<file path="src/rtl/ml_dense_core_pkg.sv">
// rtl/ml_dense_core_pkg.sv - FSM state encodings, activation bounds and accumulator sizing for ml_dense_core
package ml_dense_core_pkg;

    typedef enum logic [2:0] {
        ST_IDLE = 3'd0,
        ST_LOAD = 3'd1,
        ST_MAC  = 3'd2,
        ST_ACT  = 3'd3,
        ST_DONE = 3'd4
    } state_t;

    localparam int RELU_MIN = 0;
    localparam int RELU_MAX = 255;
    localparam int SAT_MIN  = -128;
    localparam int SAT_MAX  = 127;

    // Wide enough for the worst-case sum of products plus bias, so it never wraps.
    function automatic int acc_width(input int data_w, input int inputs, input int bias_w);
        int w;
        w = 2 * data_w + $clog2(inputs) + 2;
        return (w > bias_w + 1) ? w : bias_w + 1;
    endfunction

endpackage

</file>
<file path="src/rtl/ml_mac.sv">
// rtl/ml_mac.sv - signed multiplier plus accumulator register with bias preload
module ml_mac
    import ml_dense_core_pkg::*;
#(
    parameter int pDATA_W = 8,
    parameter int pBIAS_W = 16,
    parameter int pACC_W  = 20
) (
    input  logic               crypto_clk,
    input  logic               resetn,
    input  logic               load_bias,
    input  logic               accumulate,
    input  logic [pBIAS_W-1:0] bias_value,
    input  logic [pDATA_W-1:0] a,
    input  logic [pDATA_W-1:0] b,
    output logic [pACC_W-1:0]  acc
);

    logic signed [2*pDATA_W-1:0] product;

    assign product = signed'(a) * signed'(b);

    always_ff @(posedge crypto_clk) begin
        if (!resetn) begin
            acc <= '0;
        end else if (load_bias) begin
            acc <= {{(pACC_W-pBIAS_W){bias_value[pBIAS_W-1]}}, bias_value};
        end else if (accumulate) begin
            acc <= acc + {{(pACC_W-2*pDATA_W){product[2*pDATA_W-1]}}, product};
        end
    end

endmodule

</file>
<file path="src/rtl/ml_dense_core.sv">
// rtl/ml_dense_core.sv - sequential dense layer, one MAC per clock; ML_RELU_EN selects ReLU instead of signed saturation
module ml_dense_core
    import ml_dense_core_pkg::*;
#(
    parameter int pINPUTS  = 4,
    parameter int pNEURONS = 4,
    parameter int pDATA_W  = 8,
    parameter int pBIAS_W  = 16,
    parameter int pSHIFT   = 0
) (
    input  logic                                crypto_clk,
    input  logic                                resetn,
    input  logic                                start,
    input  logic [pINPUTS*pDATA_W-1:0]          inputs,
    input  logic [pNEURONS*pINPUTS*pDATA_W-1:0] weights,
    input  logic [pNEURONS*pBIAS_W-1:0]         bias,
    output logic [pNEURONS*8-1:0]               result,
    output logic                                busy,
    output logic                                done,
    output logic                                trigger
);

    localparam int ACC_W = acc_width(pDATA_W, pINPUTS, pBIAS_W);
    localparam int J_W   = (pINPUTS > 1) ? $clog2(pINPUTS) : 1;
    localparam int I_W   = (pNEURONS > 1) ? $clog2(pNEURONS) : 1;
    localparam logic [J_W-1:0] J_LAST = J_W'(pINPUTS - 1);
    localparam logic [I_W-1:0] I_LAST = I_W'(pNEURONS - 1);
`ifdef ML_RELU_EN
    localparam logic signed [ACC_W-1:0] ACT_LO = ACC_W'(RELU_MIN);
    localparam logic signed [ACC_W-1:0] ACT_HI = ACC_W'(RELU_MAX);
`else
    localparam logic signed [ACC_W-1:0] ACT_LO = ACC_W'(SAT_MIN);
    localparam logic signed [ACC_W-1:0] ACT_HI = ACC_W'(SAT_MAX);
`endif

    state_t                              state;
    logic [I_W-1:0]                      i;
    logic [I_W-1:0]                      i_next;
    logic [J_W-1:0]                      j;
    logic [pINPUTS*pDATA_W-1:0]          x_snap;
    logic [pNEURONS*pINPUTS*pDATA_W-1:0] w_snap;
    logic [pNEURONS*pBIAS_W-1:0]         b_snap;
    logic [ACC_W-1:0]                    acc;
    logic signed [ACC_W-1:0]             shifted;
    logic [7:0]                          y;
    logic                                load_bias;
    logic                                accumulate;
    logic [pBIAS_W-1:0]                  bias_sel;
    logic [pDATA_W-1:0]                  x_cur;
    logic [pDATA_W-1:0]                  w_cur;

    assign i_next = i + 1'b1;

    // LOAD preloads b_0 straight from the port, the same value being snapshotted.
    always_comb begin
        load_bias  = (state == ST_LOAD) || ((state == ST_ACT) && (i != I_LAST));
        accumulate = (state == ST_MAC);
        bias_sel   = (state == ST_LOAD) ? bias[0 +: pBIAS_W]
                                        : b_snap[int'(i_next)*pBIAS_W +: pBIAS_W];
        x_cur      = x_snap[int'(j)*pDATA_W +: pDATA_W];
        w_cur      = w_snap[(int'(i)*pINPUTS + int'(j))*pDATA_W +: pDATA_W];
    end

    ml_mac #(
        .pDATA_W (pDATA_W),
        .pBIAS_W (pBIAS_W),
        .pACC_W  (ACC_W)
    ) u_mac (
        .crypto_clk (crypto_clk),
        .resetn     (resetn),
        .load_bias  (load_bias),
        .accumulate (accumulate),
        .bias_value (bias_sel),
        .a          (x_cur),
        .b          (w_cur),
        .acc        (acc)
    );

    assign shifted = signed'(acc) >>> pSHIFT;

    always_comb begin
        if (shifted < ACT_LO) begin
            y = ACT_LO[7:0];
        end else if (shifted > ACT_HI) begin
            y = ACT_HI[7:0];
        end else begin
            y = shifted[7:0];
        end
    end

    always_ff @(posedge crypto_clk) begin
        if (!resetn) begin
            state   <= ST_IDLE;
            i       <= '0;
            j       <= '0;
            x_snap  <= '0;
            w_snap  <= '0;
            b_snap  <= '0;
            result  <= '0;
            busy    <= 1'b0;
            done    <= 1'b0;
            trigger <= 1'b0;
        end else begin
            done    <= 1'b0;
            trigger <= busy;
            case (state)
                ST_IDLE: begin
                    if (start) begin
                        state <= ST_LOAD;
                        busy  <= 1'b1;
                    end
                end
                ST_LOAD: begin
                    x_snap <= inputs;
                    w_snap <= weights;
                    b_snap <= bias;
                    i      <= '0;
                    j      <= '0;
                    state  <= ST_MAC;
                end
                ST_MAC: begin
                    if (j == J_LAST) begin
                        state <= ST_ACT;
                    end else begin
                        j <= j + 1'b1;
                    end
                end
                ST_ACT: begin
                    result[int'(i)*8 +: 8] <= y;
                    if (i != I_LAST) begin
                        i     <= i_next;
                        j     <= '0;
                        state <= ST_MAC;
                    end else begin
                        state <= ST_DONE;
                        done  <= 1'b1;
                    end
                end
                ST_DONE: begin
                    state <= ST_IDLE;
                    busy  <= 1'b0;
                end
                default: begin
                    state <= ST_IDLE;
                    busy  <= 1'b0;
                end
            endcase
        end
    end

endmodule
</file>
<file path="config.mk">
export PLATFORM = sky130hd
export DESIGN_NAME = ml_dense_core
export DESIGN_NICKNAME = d
export VERILOG_FILES = /design/src/rtl/ml_dense_core_pkg.sv /design/src/rtl/ml_mac.sv /design/src/rtl/ml_dense_core.sv
export SDC_FILE = /design/constraint.sdc
export NUM_CORES = 1
export LEC_CHECK = 0
export ABC_CLOCK_PERIOD_IN_PS = 12700
export CAP_MARGIN = 20
export CELL_PAD_IN_SITES_DETAIL_PLACEMENT = 1
export CELL_PAD_IN_SITES_GLOBAL_PLACEMENT = 1
export CORE_ASPECT_RATIO = 2
export CORE_MARGIN = 4
export CORE_UTILIZATION = 30
export CTS_CLUSTER_DIAMETER = 30
export CTS_CLUSTER_SIZE = 16
export DETAILED_ROUTE_END_ITERATION = 7
export PLACE_DENSITY_LB_ADDON = 0.1
export SLEW_MARGIN = 20
export SYNTH_ARGS = -nofsm -noshare
export SYNTH_HDL_FRONTEND = slang
export SYNTH_SLANG_ARGS = --single-unit
</file>
<file path="constraint.sdc">
create_clock -name crypto_clk -period 12.7 [get_ports crypto_clk]
set_input_delay 2.54 -clock crypto_clk [delete_from_list [all_inputs] [get_ports crypto_clk]]
set_output_delay 2.54 -clock crypto_clk [all_outputs]
set_load 0.1 [all_outputs]
</file>
# Yosys cells after proc, flatten, opt, wreduce, memory -nomap -nowiden
# Index checks and enable logic that the tools add are counted.
classes:
  n_shift: 5
  eq_ne: 9
  add_sub_neg: 5
  n_lt_le_gt_ge: 2
  n_reduce_logical: 12
  bitwise_logic: 1
  multipliers: 1
  muxes: 18
op_table:
  columns: ["op", "n"]
  rows:
  - ["$shiftx 128x9->8", 1]
  - ["$shiftx 64x7->16", 1]
  - ["$mux 20", 2]
  - ["$neg 5->33", 1]
  - ["$shift 8x33->32 const A", 1]
  - ["$shiftx 8x33->32", 1]
  - ["$bwmux 32", 1]
  - ["$shiftx 32x6->8", 1]
  - ["$add 20x20->20", 1]
  - ["$gt 20x8->1 const B", 1]
  - ["$lt 20x8->1 const B", 1]
  - ["$mul 8x8->16", 1]
  - ["$mux 16", 1]
  - ["$mux 8", 2]
  - ["$pmux 3 s4", 1]
  - ["$mux 3", 3]
  - ["$reduce_and 2->1", 4]
  - ["$eq 3x2->1 const B", 2]
  - ["$mux 2", 3]
  - ["$ne 2x2->1 const B", 3]
  - ["$pmux 2 s3", 1]
  - ["$add 4x2->5", 1]
  - ["$add 2x1->2 const B", 2]
  - ["$ne 2x1->1 const B", 2]
  - ["other kinds (13)", 15]
word_totals:
  ff_bits: 286
  input_bits: 227

# Longest topological paths before layout
# Gate-level depths: netlist of run 1.
logic_depth:
  depth_word: 6
  depth_mapped: 31

# Hierarchy
# A second synthesis of run 1 with hierarchy kept.
hier_totals:
  cells_unflattened: 1816
  hier_area_um2: 16235.6
modules_own_cells:
  columns: ["mod", "area_per_inst_um2", "instances", "cells_each", "seq_area_each_um2"]
  rows:
  - ["ml_dense_core", 11946.5, 1, 1308, 5325.1]
  - ["ml_mac", 4289.1, 1, 508, 400.4]

# Least setup slack after synthesis of run 1
# OpenSTA, ideal clock, no wires.
synth_timing:
  path_kind: "register -> register"
  from: "register j[0]"
  to: "register u_mac.acc[19]"
  path_slack_ps: 5678
  required_time_ps: 12638
  path_stages_with_launch: 29
  arrival_ps: 6960
  period_less_slack_ps: 7022
  setup_ps: 62
  cell_sequence: "dfxtp_1 buf_6 buf_2 mux4_2 mux4_2 and2_1 fa_1 inv_1 fa_1 inv_1 fa_1 inv_1 fa_1 inv_1 ha_1 and3_1 a21oi_1 o21ai_1 o41ai_2 xnor2_1 inv_1 ha_1 a21oi_1 nor2_1 a21oi_1 o31a_1 o311ai_2 nand4bb_1 nand3_1"
synth_via:
  elab_chain_cells: 6
synth_lines:
  columns: ["item", "line_no", "text"]
  rows:
  - ["start, declared", "ml_dense_core.sv:39", "logic [J_W-1:0] j;"]
  - ["start signal, assigned", "ml_dense_core.sv:125", "j <= j + 1'b1;"]
  - ["$add 4x2->5", "ml_dense_core.sv:61", "w_cur = w_snap[(int'(i)*pINPUTS + int'(j))*pDATA_W +: pDATA_W];"]
  - ["$shiftx 128x9->8", "ml_dense_core.sv:61", null]
  - ["$mul 8x8->16 *", "ml_mac.sv:21", "assign product = signed'(a) * signed'(b);"]
  - ["$add 20x20->20 *", "ml_mac.sv:29", "acc <= acc + {{(pACC_W-2*pDATA_W){product[2*pDATA_W-1]}}, product};"]
  - ["$mux 20 *", "ml_mac.sv:28", "end else if (accumulate) begin"]
  - ["$mux 20 *", "ml_mac.sv:26", "end else if (load_bias) begin"]
  - ["end signal, assigned", "ml_mac.sv:27", "acc <= {{(pACC_W-pBIAS_W){bias_value[pBIAS_W-1]}}, bias_value};"]
  - ["end signal, assigned", "ml_mac.sv:29", null]
  - ["end, declared", "ml_mac.sv:16", "output logic [pACC_W-1:0] acc"]
# Every way passes the cells marked *; elsewhere a longest branch is shown, timed or not. The select of a mux whose other input is x is not followed.
# A chain may end at the register's enable or synchronous reset.

# Final worst setup path of run 1
# Ends and elaborated chain as after synthesis.

==> metrics.md, run 1 <==
| Metric | Value |
|---|---|
| Detail Route Antenna Nets | 0 |
| Hold slack | 0.452 ns |
| Area growth syn-to-layout | 32.9% |
| Post-synthesis async set-or-reset flop share | 0% |
| Period minus WS final | roughly 8.0 ns |
| Hold Path Class | flop to flop |
| FF+latch count, synth | around 290 |
| Clk sinks | 286 |
| # nets final | between 2000 and 2500 |
| Number of global-route vias before repair | 14715 |
| Largest net degree at the start of global routing | between 150 and 200 |
| Worst skew pair latency | slightly below 0.6 ns |
| Die Ht | roughly 330 um |
| CP startpoint kind | flop |
| VDD IR max | a little over 0.09 mV |
| Root Driver | clkbuf_16 |
| Hold Crit Depth | 2 |
| # H-tree levels | 2 |
| Post-synthesis sequential area ratio | 37.9% |
| Worst-Margin Slew | 1.19 ns |
| Final setup violating endpoints | 0 |
| Top routing layer used | met5 |
| Core area | 49900 sq um |
| Max Slew Vio Count | 0 |
| Die Area | between 50000 and 60000 sq um |
| First-pass GRT wire length | a little under 90 mm |
| Final Cycle Share | a little over three fifths |
| Die extent in x | around 170 um |
| Top_reg_cell synth | dfxtp_1 |
| Routed wl met2 | approximately 32 mm |
| Cell variety after synth | between 60 and 70 |
| Reg2reg path depth | 27 |
| Number of hold buffers added after cts | 0 |
| Max-cap violations | 0 |
| HPWL after detailed placement | between 40 and 50 mm |
| RSZ-0062 raised after global routing | false |
| Vias post-DR | approximately 13000 |
| Clock skew | 0.0206 ns |
| Total track usage | approximately a fifth |
| Mapped Cells | 1787 |
| Status | complete, no violations |
| I/O pins | 262 |
| Slew headroom | approximately 20% |
| Grt ovf | 0 |
| Data required, critical path | 13.21 ns |
| Post-synth EDFFs | 0 |
| FF/Latch Area | between 5000 and 6000 sq um |
| Fill count | a little under 6000 |
| P_leak | between 7 and 8 nW |
| CTS clk-pin slew, worst paths | around 0.050 ns |
| Crit path max fanout | 43 |
| Antenna violations before repair | 1 |
| Initial Util | 30.3% |
| CTS buffer count | 50 |
| Crit Path Category | flop to flop |
| Post-Synthesis Cell Area | about 15000 sq um |
| Site row count | 116 |
| Most frequent cell after synthesis | nand2_1 |
| Post-CTS setup buffer count | 0 |
| Fraction of layout cells with a size suffix above 1 | ~9.0% |
| CP Capture Type | flop |
| Drt drc | 0 |
| Drt wl/cell | between 20 and 25 um |
| Post-layout util | 40.2% |
| 1st-pass router iterations | 6 |
| Synth area leaders | dfxtp_1 38%, nand2_1 12%, a21oi_1 10% |
| Wl on met1 | roughly 21 mm |
| Fmax | 125 MHz |
| Syn avg cell area | around 8.5 sq um |
| Post-route setup TNS | 0 ns |
| DR iter-0 viols | just over 600 |
| Max clock buf depth | 3 |
| Share of the synthesized area in the top cell type | around 38% |
| Synth top cells by count | 501 x nand2_1, 301 x a21oi_1, 286 x dfxtp_1 |
| Final Hold Viols | 0 |
| Via/cell ratio | between 4 and 5 |
| Multi-input gate area | between 8000 and 9000 sq um |
| Drt total wl | 57.6 mm |
| Post-CTS sizing | 0 |
| Power Density | between 100 and 150 nW/um^2 |
| Met3 routed WL | ~2.1 mm |
| Cell taking the most area after synthesis | dfxtp_1 |
| CTS tree | built |
| Post-synth net total | roughly 2100 |
| Yosys warns | 0 |
| CP arrival | about 8.5 ns |
| Port buffer count | around 260 |
| Routability cong. | around 0.91 |
==> final timing paths <==
kind / slack (ns) / to / start
max reg2reg: 4.68 / u_mac.acc[19]$_SDFFE_PN0P_ / j[0]$_SDFFE_PN0P_
max: 4.68 / u_mac.acc[19]$_SDFFE_PN0P_ / j[0]$_SDFFE_PN0P_
min reg2reg: 0.45 / w_snap[72]$_SDFFE_PN0P_ / w_snap[72]$_SDFFE_PN0P_
min: 0.45 / w_snap[72]$_SDFFE_PN0P_ / w_snap[72]$_SDFFE_PN0P_
==> routing by layer <==
layer | track usage [%] | up-vias
li1 | - | 6418
met1 | 21.9 | 6482
met2 | 40.9 | 314
met3 | 3.14 | 97
met4 | 8.14 | 2
met5 | 0 | -
==> through the flow <==
stage	setup WS, ns	instances	power (W)	instance area (sq um)
after detailed placement	4.59	2603	0.00143	18200
after global placement	4.80	2603	0.00142	18200
after floorplan	5.68	1787	0.00122	15100
after global routing	4.20	2696	0.00298	20100
final	4.68	2697	0.00287	20100
after CTS	4.56	2696	0.00291	20100
==> report_power, final <==
part	switching, W	internal (W)	leakage [nW]
Sequential	0.0000432	0.000946	2.33
Clock	0.000501	0.000969	0.891
Combinational	0.000244	0.000166	4.39
Total	0.000788	0.00208	7.61
==> cells in the final DEF, fill, tap and decap left out, types with 7 or more instances in the layout <==
cell type / netlist / layout
nand2_1: 501 / 501
a21oi_1: 301 / 301
dfxtp_1: 286 / 284
clkdlybuf4s50_1: 0 / 261
nor2_1: 108 / 108
inv_1: 98 / 97
mux4_2: 63 / 63
ha_1: 58 / 58
fa_1: 56 / 56
clkbuf_16: 0 / 51
and2_1: 45 / 45
xnor2_1: 24 / 24
o21ai_0: 18 / 18
o211ai_1: 14 / 14
buf_4: 0 / 12
bufinv_16: 0 / 9
nor3_1: 8 / 8
clkbuf_8: 0 / 8
inv_6: 0 / 7
==> cell type report <==
cell class | count | area share, %
tap | 649 | 4.04
antenna | 1 | 0.0125
inverter | 99 | 1.89
clock buffer | 61 | 6.94
timing repair buffer | 274 | 13.6
clock inverter | 32 | 2.26
sequential | 286 | 28.5
multi-input combinational | 1295 | 42.8
==> worst max-delay path, stage by stage, from the launching register on <==
cell,delay [ns]
dfxtp_4,0.91
mux4_2,0.67
mux4_2,0.60
and2_1,0.22
inv_1,0.08
fa_1,0.45
fa_1,0.51
inv_1,0.05
fa_1,0.48
inv_1,0.06
fa_1,0.54
inv_1,0.05
ha_1,0.32
o21ai_0,0.10
nor2_1,0.09
o41ai_1,0.50
o21ai_1,0.19
o41ai_2,0.26
xnor2_1,0.20
inv_1,0.17
ha_1,0.39
a21oi_1,0.19
nor2_1,0.08
a21oi_1,0.20
o31a_1,0.22
o311ai_2,0.10
nand4bb_1,0.21
nand3_1,0.08
==> registers in the layout, indices dropped and copies added (netlist names), 2 cells and up <==
name / count
result: 32
x_snap: 32
u_mac.acc: 20
j: 2
w_snap: 128
state: 3
i: 2
b_snap: 64
==> logic make-up (layout without fill, tap and decap cells) <==
| kind of cell | Yosys count | after routing | share of synthesized area (%) |
|---|---|---|---|
| buf+inv | 206 | 466 | 5.31 |
| flops | 286 | 286 | 37.9 |
| mux | 66 | 66 | 9.59 |
| compound gates | 380 | 380 | 14.1 |
| other cells | 0 | 1 | 0 |
| simple gates | 705 | 705 | 19.2 |
| fa+ha+maj | 114 | 114 | 12.2 |
| xor+xnor | 30 | 30 | 1.74 |
No activity file was read; power rests on OpenSTA's default activity.
==> run 2, diff against run 1 <==
--- a/config.mk
+++ b/config.mk
@@ -5,7 +5,7 @@
 export SDC_FILE = /design/constraint.sdc
 export NUM_CORES = 1
 export LEC_CHECK = 0
-export ABC_CLOCK_PERIOD_IN_PS = 12700
+export ABC_CLOCK_PERIOD_IN_PS = 6500
 export CAP_MARGIN = 20
 export CELL_PAD_IN_SITES_DETAIL_PLACEMENT = 1
 export CELL_PAD_IN_SITES_GLOBAL_PLACEMENT = 1
==> constraint.sdc (replaced) <==
create_clock -name crypto_clk -period 6.5 [get_ports crypto_clk]
set_input_delay 1.3 -clock crypto_clk [delete_from_list [all_inputs] [get_ports crypto_clk]]
set_output_delay 1.3 -clock crypto_clk [all_outputs]
set_load 0.1 [all_outputs]
==> run 2 against run 1 <==
- first-iteration DRC count shrank 13%
- worst setup slack lost 5.3 ns
- die area is the same
- largest cell class unchanged
- non-clock buffer count grew 122
- the run now ends with setup timing left
- global-route usage grew 0.24 points
- via count grew 4.3%
==> metrics.md, run 2 (synthesized netlist as in run 1, its figures left out) <==
| Metric | Value |
|---|---|
| Routability cong. | 0.840 (-8.1%) |
| Worst R2R End | u_mac.acc[19]$_SDFFE_PN0P_ |
| Inserted Diodes | 0 (-1) |
| Power Density | 257 nW/um^2 (+80%) |
| Crit path max fanout | 7 (-84%) |
| Worst-Margin Slew | 1.09 ns (-0.105 ns) |
| FF/Latch Area | 5730 sq um (unchanged) |
| Root Driver | clkbuf_16 |
| Die extent in x | 167 um (unchanged) |
| P_leak | 8.30 nW (+9.0%) |
| CP peak stage delay | 0.58 ns (-0.33 ns) |
| Largest register FFs | 128 (unchanged) |
| HPWL after detailed placement | 44.2 mm (about the same) |
| Final Hold Viols | 0 (unchanged) |
| Commonest non-fill, non-tap cell in the layout | nand2_1 |
| Vias post-DR | 13883 (+4.3%) |
| Drt total wl | 59.0 mm (+2.5%) |
| # nets final | 2466 (+5.1%) |
| Data required, critical path | 7.00 ns (-6.21 ns) |
| Finished Layout Cells | 2811 (+4.2%) |
| Slew headroom | 27.3% (+7.0 points) |
| Worst reg-to-reg setup slack | -0.58 ns (-5.26 ns) |
| Clk sinks | 286 (unchanged) |
| Hold Path Class | flop to flop |
| Final Cycle Share | 109% (+46 points) |
| Reg2reg path depth | 32 (+19%) |
| Failing checks | setup timing |
| Worst Min Path Start | w_snap[7]$_SDFFE_PN0P_ |
| Largest Register | w_snap |
| CTS buffer count | 47 (-6.0%) |
| Most frequent cells in the layout | 497 x nand2_1, 291 x a21oi_1, 284 x dfxtp_1 |
| Grt ovf | 0 (unchanged) |
| CP Capture Type | flop |
| Regs by FF count | w_snap x128, b_snap x64 |
| First-pass GRT wire length | 89.5 mm (+1.6%) |
| CP startpoint kind | flop |
| Total track usage | 21.1% (+0.24 points) |
| Hold slack | 0.454 ns (+0.00198 ns) |
| Hold Crit Depth | 2 (unchanged) |
| # H-tree levels | 2 (unchanged) |
| Drt drc | 0 (unchanged) |
| Site row count | 116 (unchanged) |
| Power consumption | 0.00553 W (+93%) |
| Area growth syn-to-layout | 42.6% |
| Post-layout util | 43.2% (+2.9 points) |
| Die Area | 54200 sq um (unchanged) |
| Drt wl/cell | 21.0 um (-1.6%) |
| Final setup violating endpoints | 11 (+11) |
| Max-cap violations | 0 (unchanged) |
| Number of global-route vias before repair | 15281 (+3.8%) |
| Fill count | 5813 (-0.15%) |
| VDD IR max | 0.197 mV (+120%) |
| Critical path's slowest cell | mux4_2 |
| Crit path launch | j[0]$_SDFFE_PN0P_ |
| Max clock buf depth | 3 (unchanged) |
| Hold Path End | w_snap[7]$_SDFFE_PN0P_ |
| I/O pins | 262 (unchanged) |
| Die Ht | 325 um (unchanged) |
| Via/cell ratio | 4.94 (about the same) |
| Worst slack, placed | -0.683 ns (-5.27 ns) |
| Antenna violations before repair | 0 (-1) |
| Buf/Inv on CP | 8 (+3) |
| CP arrival | 7.58 ns (-0.95 ns) |
| PnR worst setup slack | -0.581 ns (-5.26 ns) |
| Fraction of layout cells with a size suffix above 1 | 17.8% (+8.8 points) |
| Period minus WS final | 7.08 ns (-0.936 ns) |
| CTS clk-pin slew, worst paths | 0.06 ns (about the same) |
| Core area | 49900 sq um (unchanged) |
| Crit Path Category | flop to flop |
| Clock skew | 0.0329 ns (+0.0123 ns) |
| CP top delay family | adder cells |
| Placed cells | 2691 (+3.4%) |
| Initial Util | 30.3% (unchanged) |
| Worst skew pair latency | 0.57 ns (about the same) |
| CTS tree | built |
| Status | complete, but fails checks |
| Fmax | 141 MHz (+13%) |
| Port buffer count | 261 (unchanged) |
| 1st-pass router iterations | 5 (-1) |
| Detail Route Antenna Nets | 0 (unchanged) |
| Multi-input gate area | 9090 sq um (+5.8%) |
| RSZ-0062 raised after global routing | true |
| Largest net degree at the start of global routing | 201 (+14%) |
| DR iter-0 viols | 536 (-13%) |
| Launching point of the worst reg2reg path | j[0]$_SDFFE_PN0P_ |
| Max Slew Vio Count | 0 (unchanged) |
run 2: through the flow:
| stage | setup TNS, ns | area (sq um) |
|---|---|---|
| final | -4.12 | 21500 |
| after global routing | -6.72 | 21500 |
| after CTS | -3.35 | 21300 |
| after detailed placement | -4.57 | 19100 |
| after global placement | -3.76 | 19100 |
| after floorplan | -0.107 | 15300 |
run 2: where the power goes:
group | leakage (nW) | switching [W] | internal (W) | total (W)
combinational | 5.16 | 0.000544 | 0.000424 | 0.000967
clock | 0.807 | 0.00104 | 0.00160 | 0.00264
sequential | 2.33 | 0.0000789 | 0.00185 | 0.00193
total | 8.30 | 0.00166 | 0.00387 | 0.00553
run 2: how the worst max path moves through the flow:
stage	endpoint	slack (ns)	cells past startpoint
2_1_floorplan	u_mac.acc[19]$_SDFFE_PN0P_	-0.11	27
5_1_grt	u_mac.acc[19]$_SDFFE_PN0P_	-0.89	29
3_3_place_gp	u_mac.acc[17]$_SDFFE_PN0P_	-0.59	30
3_5_place_dp	u_mac.acc[19]$_SDFFE_PN0P_	-0.68	28
4_1_cts	u_mac.acc[19]$_SDFFE_PN0P_	-0.59	27
6_report	u_mac.acc[19]$_SDFFE_PN0P_	-0.58	32
run 2: worst register-to-register path: cells and delay by family (launching register included):
kind	cells	cell delay [ns]
fa+ha+maj	6	2.33
mux	2	1.15
buf+inv	8	0.75
flops	1	0.40
simple gates	5	0.61
compound gates	11	1.75
run 2: cell type report:
cell class | instances | area share (%)
Clock inverter | 37 | 2.31
Timing Repair Buffer | 396 | 17.8
Inverter | 99 | 1.79
Tap cell | 649 | 3.77
Sequential cell | 286 | 26.6
Clock buffer | 49 | 5.54
Multi-Input combinational cell | 1295 | 42.2
run 2: what timing repair did:
item	4_1_cts	5_1_grt
hold buffers	0	0
setup endpoints to repair	10	11
setup buffers	21	14
gates resized for setup	65	29
pin swaps	61	24
run 2: layer usage:
metal / track usage [%] / routed length (um) / up-vias
li1: - / - / 6648
met1: 22.4 / 21600 / 6792
met2: 40.6 / 32300 / 331
met3: 3.25 / 2340 / 112
met4: 9.01 / 2850 / 0
met5: 0 / 0 / -
